--- src/rtl/muldiv_unit.sv ---
// muldiv_unit: iterative RV32M multiply/divide execution unit.
// Runs one operation at a time: PREP computes operand magnitudes and catches
// the divide special cases, CALC runs ITERS radix-2 steps (shift-add multiply
// or restoring divide), and FIN presents the sign-corrected, registered result.
// Ports:
//   clk, reset_n         clock and synchronous active-low reset
//   start, kill          request a new operation / abort the current one
//   funct3, op_a, op_b   operation select and source operands (rs1, rs2)
//   rd_in                destination register index
//   busy, done           operation in flight / one-cycle completion pulse
//   result, rd_out       writeback value and destination index (held after done)
//   we_out               register-file write enable (done && rd_out != 0)
module muldiv_unit #(
  parameter int XLEN  = 32,
  parameter int ITERS = 32
) (
  input  logic            clk,
  input  logic            reset_n,
  input  logic            start,
  input  logic            kill,
  input  logic [2:0]      funct3,
  input  logic [XLEN-1:0] op_a,
  input  logic [XLEN-1:0] op_b,
  input  logic [4:0]      rd_in,
  output logic            busy,
  output logic            done,
  output logic [XLEN-1:0] result,
  output logic [4:0]      rd_out,
  output logic            we_out
);

  localparam logic [1:0] S_IDLE = 2'd0;
  localparam logic [1:0] S_PREP = 2'd1;
  localparam logic [1:0] S_CALC = 2'd2;
  localparam logic [1:0] S_FIN  = 2'd3;

  localparam logic [5:0]      LAST_STEP = 6'(ITERS - 1);
  localparam logic [XLEN-1:0] ALL_ONES  = {XLEN{1'b1}};
  localparam logic [XLEN-1:0] INT_MIN   = {1'b1, {(XLEN-1){1'b0}}};

  logic [1:0]        state;
  logic [2:0]        fn;
  logic [XLEN-1:0]   opa_lat;
  logic [XLEN-1:0]   opb_lat;
  logic [4:0]        rd_lat;
  // Multiply: {partial product, remaining multiplier bits}.
  // Divide:   {partial remainder, dividend bits shifting into quotient}.
  logic [2*XLEN-1:0] acc;
  logic [XLEN-1:0]   dsor;      // multiplicand or divisor magnitude
  logic [5:0]        cnt;
  logic              neg_main;  // product or quotient must be negated
  logic              neg_rem;   // remainder must be negated

  logic              sgn_a_en;
  logic              sgn_b_en;
  logic              neg_a;
  logic              neg_b;
  logic [XLEN-1:0]   mag_a;
  logic [XLEN-1:0]   mag_b;
  logic              is_div;
  logic              div_zero;
  logic              div_ovf;
  logic [XLEN-1:0]   special_val;
  logic [XLEN:0]     sum;
  logic [XLEN+1:0]   diff;
  logic [2*XLEN-1:0] acc_next;
  logic [2*XLEN-1:0] prod;
  logic [XLEN-1:0]   quo_mag;
  logic [XLEN-1:0]   rem_mag;
  logic [XLEN-1:0]   fin_val;

  assign is_div   = fn[2];
  assign neg_a    = sgn_a_en & opa_lat[XLEN-1];
  assign neg_b    = sgn_b_en & opb_lat[XLEN-1];
  assign mag_a    = neg_a ? ({XLEN{1'b0}} - opa_lat) : opa_lat;
  assign mag_b    = neg_b ? ({XLEN{1'b0}} - opb_lat) : opb_lat;
  assign div_zero = is_div && (opb_lat == {XLEN{1'b0}});
  // Only the signed forms (DIV/REM, funct3[0]=0) can overflow.
  assign div_ovf  = is_div && !fn[0] && (opa_lat == INT_MIN) && (opb_lat == ALL_ONES);

  // Which operands are interpreted as signed for the latched operation.
  always_comb begin
    sgn_a_en = 1'b0;
    sgn_b_en = 1'b0;
    case (fn)
      3'b001:         begin sgn_a_en = 1'b1; sgn_b_en = 1'b1; end
      3'b010:         begin sgn_a_en = 1'b1; sgn_b_en = 1'b0; end
      3'b100, 3'b110: begin sgn_a_en = 1'b1; sgn_b_en = 1'b1; end
      default:        begin sgn_a_en = 1'b0; sgn_b_en = 1'b0; end
    endcase
  end

  // Fixed results for divide-by-zero and signed overflow, which skip CALC.
  always_comb begin
    special_val = {XLEN{1'b0}};
    if (div_zero) begin
      special_val = fn[1] ? opa_lat : ALL_ONES;
    end else begin
      special_val = fn[1] ? {XLEN{1'b0}} : INT_MIN;
    end
  end

  // One iteration step: shift-add multiply or restoring divide.
  always_comb begin
    acc_next = acc;
    sum  = {1'b0, acc[2*XLEN-1:XLEN]} + (acc[0] ? {1'b0, dsor} : {(XLEN+1){1'b0}});
    // Trial subtract of the divisor from {remainder, next dividend bit}.
    diff = {1'b0, acc[2*XLEN-1:XLEN], acc[XLEN-1]} - {2'b00, dsor};
    if (is_div) begin
      if (!diff[XLEN+1]) begin
        acc_next = {diff[XLEN-1:0], acc[XLEN-2:0], 1'b1};
      end else begin
        acc_next = {acc[2*XLEN-2:0], 1'b0};
      end
    end else begin
      acc_next = {sum, acc[XLEN-1:1]};
    end
  end

  // Sign correction and output selection applied to the final step.
  always_comb begin
    prod    = neg_main ? ({(2*XLEN){1'b0}} - acc_next) : acc_next;
    quo_mag = acc_next[XLEN-1:0];
    rem_mag = acc_next[2*XLEN-1:XLEN];
    case (fn)
      3'b000:                 fin_val = prod[XLEN-1:0];
      3'b001, 3'b010, 3'b011: fin_val = prod[2*XLEN-1:XLEN];
      3'b100:                 fin_val = neg_main ? ({XLEN{1'b0}} - quo_mag) : quo_mag;
      3'b101:                 fin_val = quo_mag;
      3'b110:                 fin_val = neg_rem ? ({XLEN{1'b0}} - rem_mag) : rem_mag;
      3'b111:                 fin_val = rem_mag;
      default:                fin_val = {XLEN{1'b0}};
    endcase
  end

  // Control FSM, datapath registers and registered outputs.
  always_ff @(posedge clk) begin
    if (!reset_n) begin
      state    <= S_IDLE;
      fn       <= 3'd0;
      opa_lat  <= {XLEN{1'b0}};
      opb_lat  <= {XLEN{1'b0}};
      rd_lat   <= 5'd0;
      acc      <= {(2*XLEN){1'b0}};
      dsor     <= {XLEN{1'b0}};
      cnt      <= 6'd0;
      neg_main <= 1'b0;
      neg_rem  <= 1'b0;
      busy     <= 1'b0;
      done     <= 1'b0;
      we_out   <= 1'b0;
      result   <= {XLEN{1'b0}};
      rd_out   <= 5'd0;
    end else if (kill) begin
      // Abort: result and rd_out keep whatever the last completed op left.
      state  <= S_IDLE;
      acc    <= {(2*XLEN){1'b0}};
      cnt    <= 6'd0;
      busy   <= 1'b0;
      done   <= 1'b0;
      we_out <= 1'b0;
    end else begin
      case (state)
        S_IDLE: begin
          done   <= 1'b0;
          we_out <= 1'b0;
          if (start) begin
            state   <= S_PREP;
            busy    <= 1'b1;
            fn      <= funct3;
            opa_lat <= op_a;
            opb_lat <= op_b;
            rd_lat  <= rd_in;
          end
        end
        S_PREP: begin
          acc      <= {{XLEN{1'b0}}, mag_a};
          dsor     <= mag_b;
          cnt      <= 6'd0;
          neg_main <= neg_a ^ neg_b;
          neg_rem  <= neg_a;
          if (div_zero || div_ovf) begin
            result <= special_val;
            rd_out <= rd_lat;
            done   <= 1'b1;
            we_out <= (rd_lat != 5'd0);
            state  <= S_FIN;
          end else begin
            state  <= S_CALC;
          end
        end
        S_CALC: begin
          acc <= acc_next;
          cnt <= cnt + 6'd1;
          if (cnt == LAST_STEP) begin
            result <= fin_val;
            rd_out <= rd_lat;
            done   <= 1'b1;
            we_out <= (rd_lat != 5'd0);
            state  <= S_FIN;
          end
        end
        S_FIN: begin
          state  <= S_IDLE;
          busy   <= 1'b0;
          done   <= 1'b0;
          we_out <= 1'b0;
        end
        default: begin
          state  <= S_IDLE;
          busy   <= 1'b0;
          done   <= 1'b0;
          we_out <= 1'b0;
        end
      endcase
    end
  end

endmodule

--- config.mk ---
export PLATFORM = sky130hd
export DESIGN_NAME = muldiv_unit
export DESIGN_NICKNAME = d
export VERILOG_FILES = /design/src/rtl/muldiv_unit.sv
export SDC_FILE = /design/constraint.sdc
export NUM_CORES = 1
export LEC_CHECK = 0
export BUFFER_PORTS_ARGS = -buffer_cell sky130_fd_sc_hd__buf_4
export CORE_UTILIZATION = 31
export DETAILED_ROUTE_END_ITERATION = 7
export PLACE_DENSITY_LB_ADDON = 0.05
export SLEW_MARGIN = 20
export SYNTH_ARGS = -nofsm -noshare
export SYNTH_HDL_FRONTEND = slang
export SYNTH_SLANG_ARGS = --single-unit
--- constraint.sdc ---
create_clock -name clk -period 10.6 [get_ports clk]
set_clock_uncertainty 0.2 [all_clocks]
set_input_delay 2.12 -clock clk [delete_from_list [all_inputs] [get_ports clk]]
set_output_delay 2.12 -clock clk [all_outputs]
set_load 0.005 [all_outputs]
==> run_results.csv <==
group,metric,value,unit
route,drc_errors,0,
finish,final_cells,3547,
synthesis,yosys.area_share.xor_xnor,0.07520,
sta,fin_crit_sh,0.5897,
power_and_ir_drop,power_density,127.0,nW/um2
sta,final-setup-viol-count,0,
synthesis,synth_mux_area_frac,0.03079,
clock_tree,post_cts_resized,0,
route,dr.first_iter.drc_count,2068,
placed_design,routabilityCongestion,0.9244,
die,core_area,60580,um2
die,die_y,250.2,um
sta,fmax,160.0,MHz
clock_tree,clock-root-buffer,"clkbuf_16",
synthesis,ys_ff_latch,218,
critical_path,timing.rr.start,"acc[57]",
power_and_ir_drop,swShare,0.3511,
critical_path,r2r_cells,19,
global_route,grt-ovfl-total,0,
critical_path,start_kind,"flop",
flow_run,maxCapViolCount,0,
synthesis,synth_compound_area_frac,0.3077,
synthesis,seq_area_frac_synth,0.2285,
global_route,antenna_found_initial,6,
critical_path,cp.arrival,6.51,ns
sta,fin_crit,6.251,ns
power_and_ir_drop,seqPwrFrac,0.324,
global_route,grt_pass1_vias,19797,
synthesis,synth_area_leaders,"dfxtp_1 23%, nand2_1 7.9%, a21oi_1 6.8%, nor2_1 5.8%, o21ai_0 4.9%",
global_route,grt_usage,0.2732,
power_and_ir_drop,p_int,1.780,mW
route,drt_wl_total,88.37,mm
placed_design,dp_cells,3489,
placed_design,place_hpwl,66.10,mm
clock_tree,cts.htree.levels,1,
synthesis,synth_fp_nets,2903,
critical_path,cp.required,10.86,ns
critical_path,r2r_end,"result[4]",
status,status,"complete, no violations",
sta,timing.final.max_slew_violations,0,
synthesis,synth_cell_types,92,
synthesis,synth_area_per_cell,6.941,um2
finish,drive_gt1_frac,0.09338,
clock_tree,cts_buffer_depth,3,
critical_path,crit_type,"flop to flop",
clock_tree,clock_latency,0.61,ns
worst_hold_path,hold_class,"flop to flop",
synthesis,synth_top_family_by_area,"compound AO/OA/AOI/OAI gates",
synthesis,synth_flop_cell,"dfxtp_1",
sta,fin_tns_setup,0,ns
synthesis,synth_top_area_frac,0.2285,
critical_path,cp_max_fo,18,
power_and_ir_drop,peakVddDrop,0.09926,mV
global_route,grt_max_degree,159,
global_route,grt_pass1_wl,130.3,mm
power_and_ir_drop,p_clk_frac,0.426,
route,drtAntennaViolNets,0,
critical_path,end_kind,"flop",
die,die-area,62610,um2
critical_path,r2r_setup_slack,4.35,ns
sta,worstMarginPinSlew,1.189,ns
synthesis,syn_inst,2752,
die,io_pins,116,
power_and_ir_drop,p_switching,0.9630,mW
die,dieWidth,250.2,um
finish,nets,2890,
synthesis,ys_warn_count,0,
clock_tree,cts_tree,"done",
synthesis,synthArstFlopShare,0,
synthesis,synthSimpleGateAreaFrac,0.2517,
worst_hold_path,hold_path_depth,2,
synthesis,syn_area,19100,um2
power_and_ir_drop,p_leak,8.018,nW
sta,grt_setup_unrepaired,"false",
clock_tree,post_cts_buffers,0,
power_and_ir_drop,comb_power_share,0.249,
clock_tree,clock_sinks,218,
synthesis,yosysTopAreaCell,"dfxtp_1",
route,num_vias,20991,
worst_hold_path,min_to,"rd_out[0]",
clock_tree,postCtsHoldBufs,0,
power_and_ir_drop,total_power,2.743,mW
die,initial_utilization,0.3153,
worst_hold_path,hp-start,"rd_out[0]",
route,via_per_inst,5.918,
sta,final-hold-violation-count,0,
route,drtPass1Iterations,6,
clock_tree,clk_pin_slew,0.06,ns
die,rows,90,
synthesis,synthAdderAreaFrac,0.04991,
sta,max-slew-margin-rel,0.2046,
placed_design,io_buffers,115,
clock_tree,cts_made_buffers,30,
finish,area_delta_synth_final,13.11,%
synthesis,synth_edf_count,0,
route,wire_per_inst,24.91,um
state kept, by name, summed over array words and instances, names as in the netlist:
name,count
rd_out,5
state,2
fn,3
acc,64
neg_rem,1
busy,1
we_out,1
opa_lat,32
result,32
rd_lat,5
dsor,32
cnt,6
opb_lat,32
neg_main,1
done,1
placed cells by master (no fill, tap or decap), types with 31 or more instances in the layout:
master	count
inv_1	74
xnor2_1	85
a21oi_1	261
nand2_1	400
ha_1	72
nand3_1	55
a31oi_1	40
clkbuf_16	31
xor2_1	79
nand4_1	32
a21boi_0	55
a211oi_1	94
nor3_1	62
o21ai_0	186
buf_4	151
nor2_1	290
and2_1	50
o211ai_1	39
mux2i_1	52
dfxtp_1	216
layout make-up:
cell class / count / area (um2)
tap: 782 / 978.4
inverter: 77 / 289.0
timing repair buffer: 152 / 1154
sequential: 218 / 4369
clock inverter: 15 / 241.5
multi-input combinational: 2260 / 13700
antenna: 2 / 5.005
clock buffer: 41 / 873.3
fill: 6568 / 38980
worst max path at each step:
stage	end	slack, ns	start
after detailed placement	result[4]	4.47	dsor[26]
after global placement	result[4]	4.57	acc[57]
after CTS	result[4]	4.44	dsor[26]
final	result[4]	4.35	acc[57]
after global routing	result[4]	3.91	dsor[26]
after floorplan	result[31]	5.65	acc[0]
power by group through the flow:
| stage | combinational [mW] | clock [mW] | sequential, mW |
|---|---|---|---|
| floorplan | 0.439 | 0 | 0.885 |
| global placement | 0.673 | 0 | 0.906 |
| detailed placement | 0.673 | 0 | 0.907 |
| CTS | 0.675 | 1.19 | 0.889 |
| global route | 0.736 | 1.23 | 0.893 |
| finish | 0.684 | 1.17 | 0.889 |
layer usage:
metal | global-route usage | wire [um]
met1 | 0.3936 | 41250
met2 | 0.4245 | 38610
met3 | 0.02806 | 5865
met4 | 0.08431 | 2642
met5 | 0 | 0
cells by family (layout without fill, tap and decap cells):
kind of cell / Yosys count / after routing
xor+xnor: 164 / 164
fa+ha+maj: 75 / 75
buf+inv: 274 / 285
mux: 58 / 58
other cells: 0 / 2
flops: 218 / 218
simple gates: 1050 / 1050
compound gates: 913 / 913
metrics by stage:
| step | setup slack, ns | util | cell area, um2 | hold WS (ns) |
|---|---|---|---|---|
| finish | 4.349 | 0.3566 | 21610 | 0.2594 |
| global route | 3.910 | 0.3565 | 21600 | 0.2785 |
| CTS | 4.438 | 0.3565 | 21600 | 0.2617 |
| detailed placement | 4.469 | 0.3381 | 20490 | 0.2518 |
| global placement | 4.568 | 0.3381 | 20490 | 0.2479 |
| floorplan | 5.655 | - | 19100 | 0.2447 |
cells in the mapped netlist (11+ instances only):
master / count
nand2_1: 400
nor2_1: 293
a21oi_1: 261
dfxtp_1: 218
o21ai_0: 186
clkbuf_1: 159
a211oi_1: 94
xnor2_1: 85
xor2_1: 79
inv_1: 75
ha_1: 73
nor3_1: 64
a21boi_0: 55
nand3_1: 55
mux2i_1: 52
and2_1: 50
a31oi_1: 40
o211ai_1: 39
nand4_1: 32
or3_1: 28
a22oi_1: 27
o31ai_1: 26
a21o_1: 24
nand2b_1: 22
buf_2: 19
o21a_1: 18
nor4_1: 17
buf_1: 15
a221oi_1: 14
and3_1: 13
nor2b_1: 13
o22ai_1: 12
or2_2: 12
a311oi_1: 11
nor3b_1: 11
o221ai_1: 11
critical path, cell delays in order (launching register included):
cell,delay [ns]
dfxtp_1,0.36
ha_1,0.46
a21oi_2,0.26
o21ai_1,0.14
a22o_1,0.26
or3b_1,0.66
nor2_4,0.50
buf_4,0.33
nand2_1,0.12
o21ai_0,0.18
ha_1,0.35
nand2_1,0.14
nor2_1,0.43
nand3_1,0.26
or2_2,0.48
o31ai_1,0.29
xnor2_1,0.16
a21oi_1,0.08
a211oi_1,0.27
o22ai_1,0.13
Note: power is estimated with default switching activity, not from simulation.
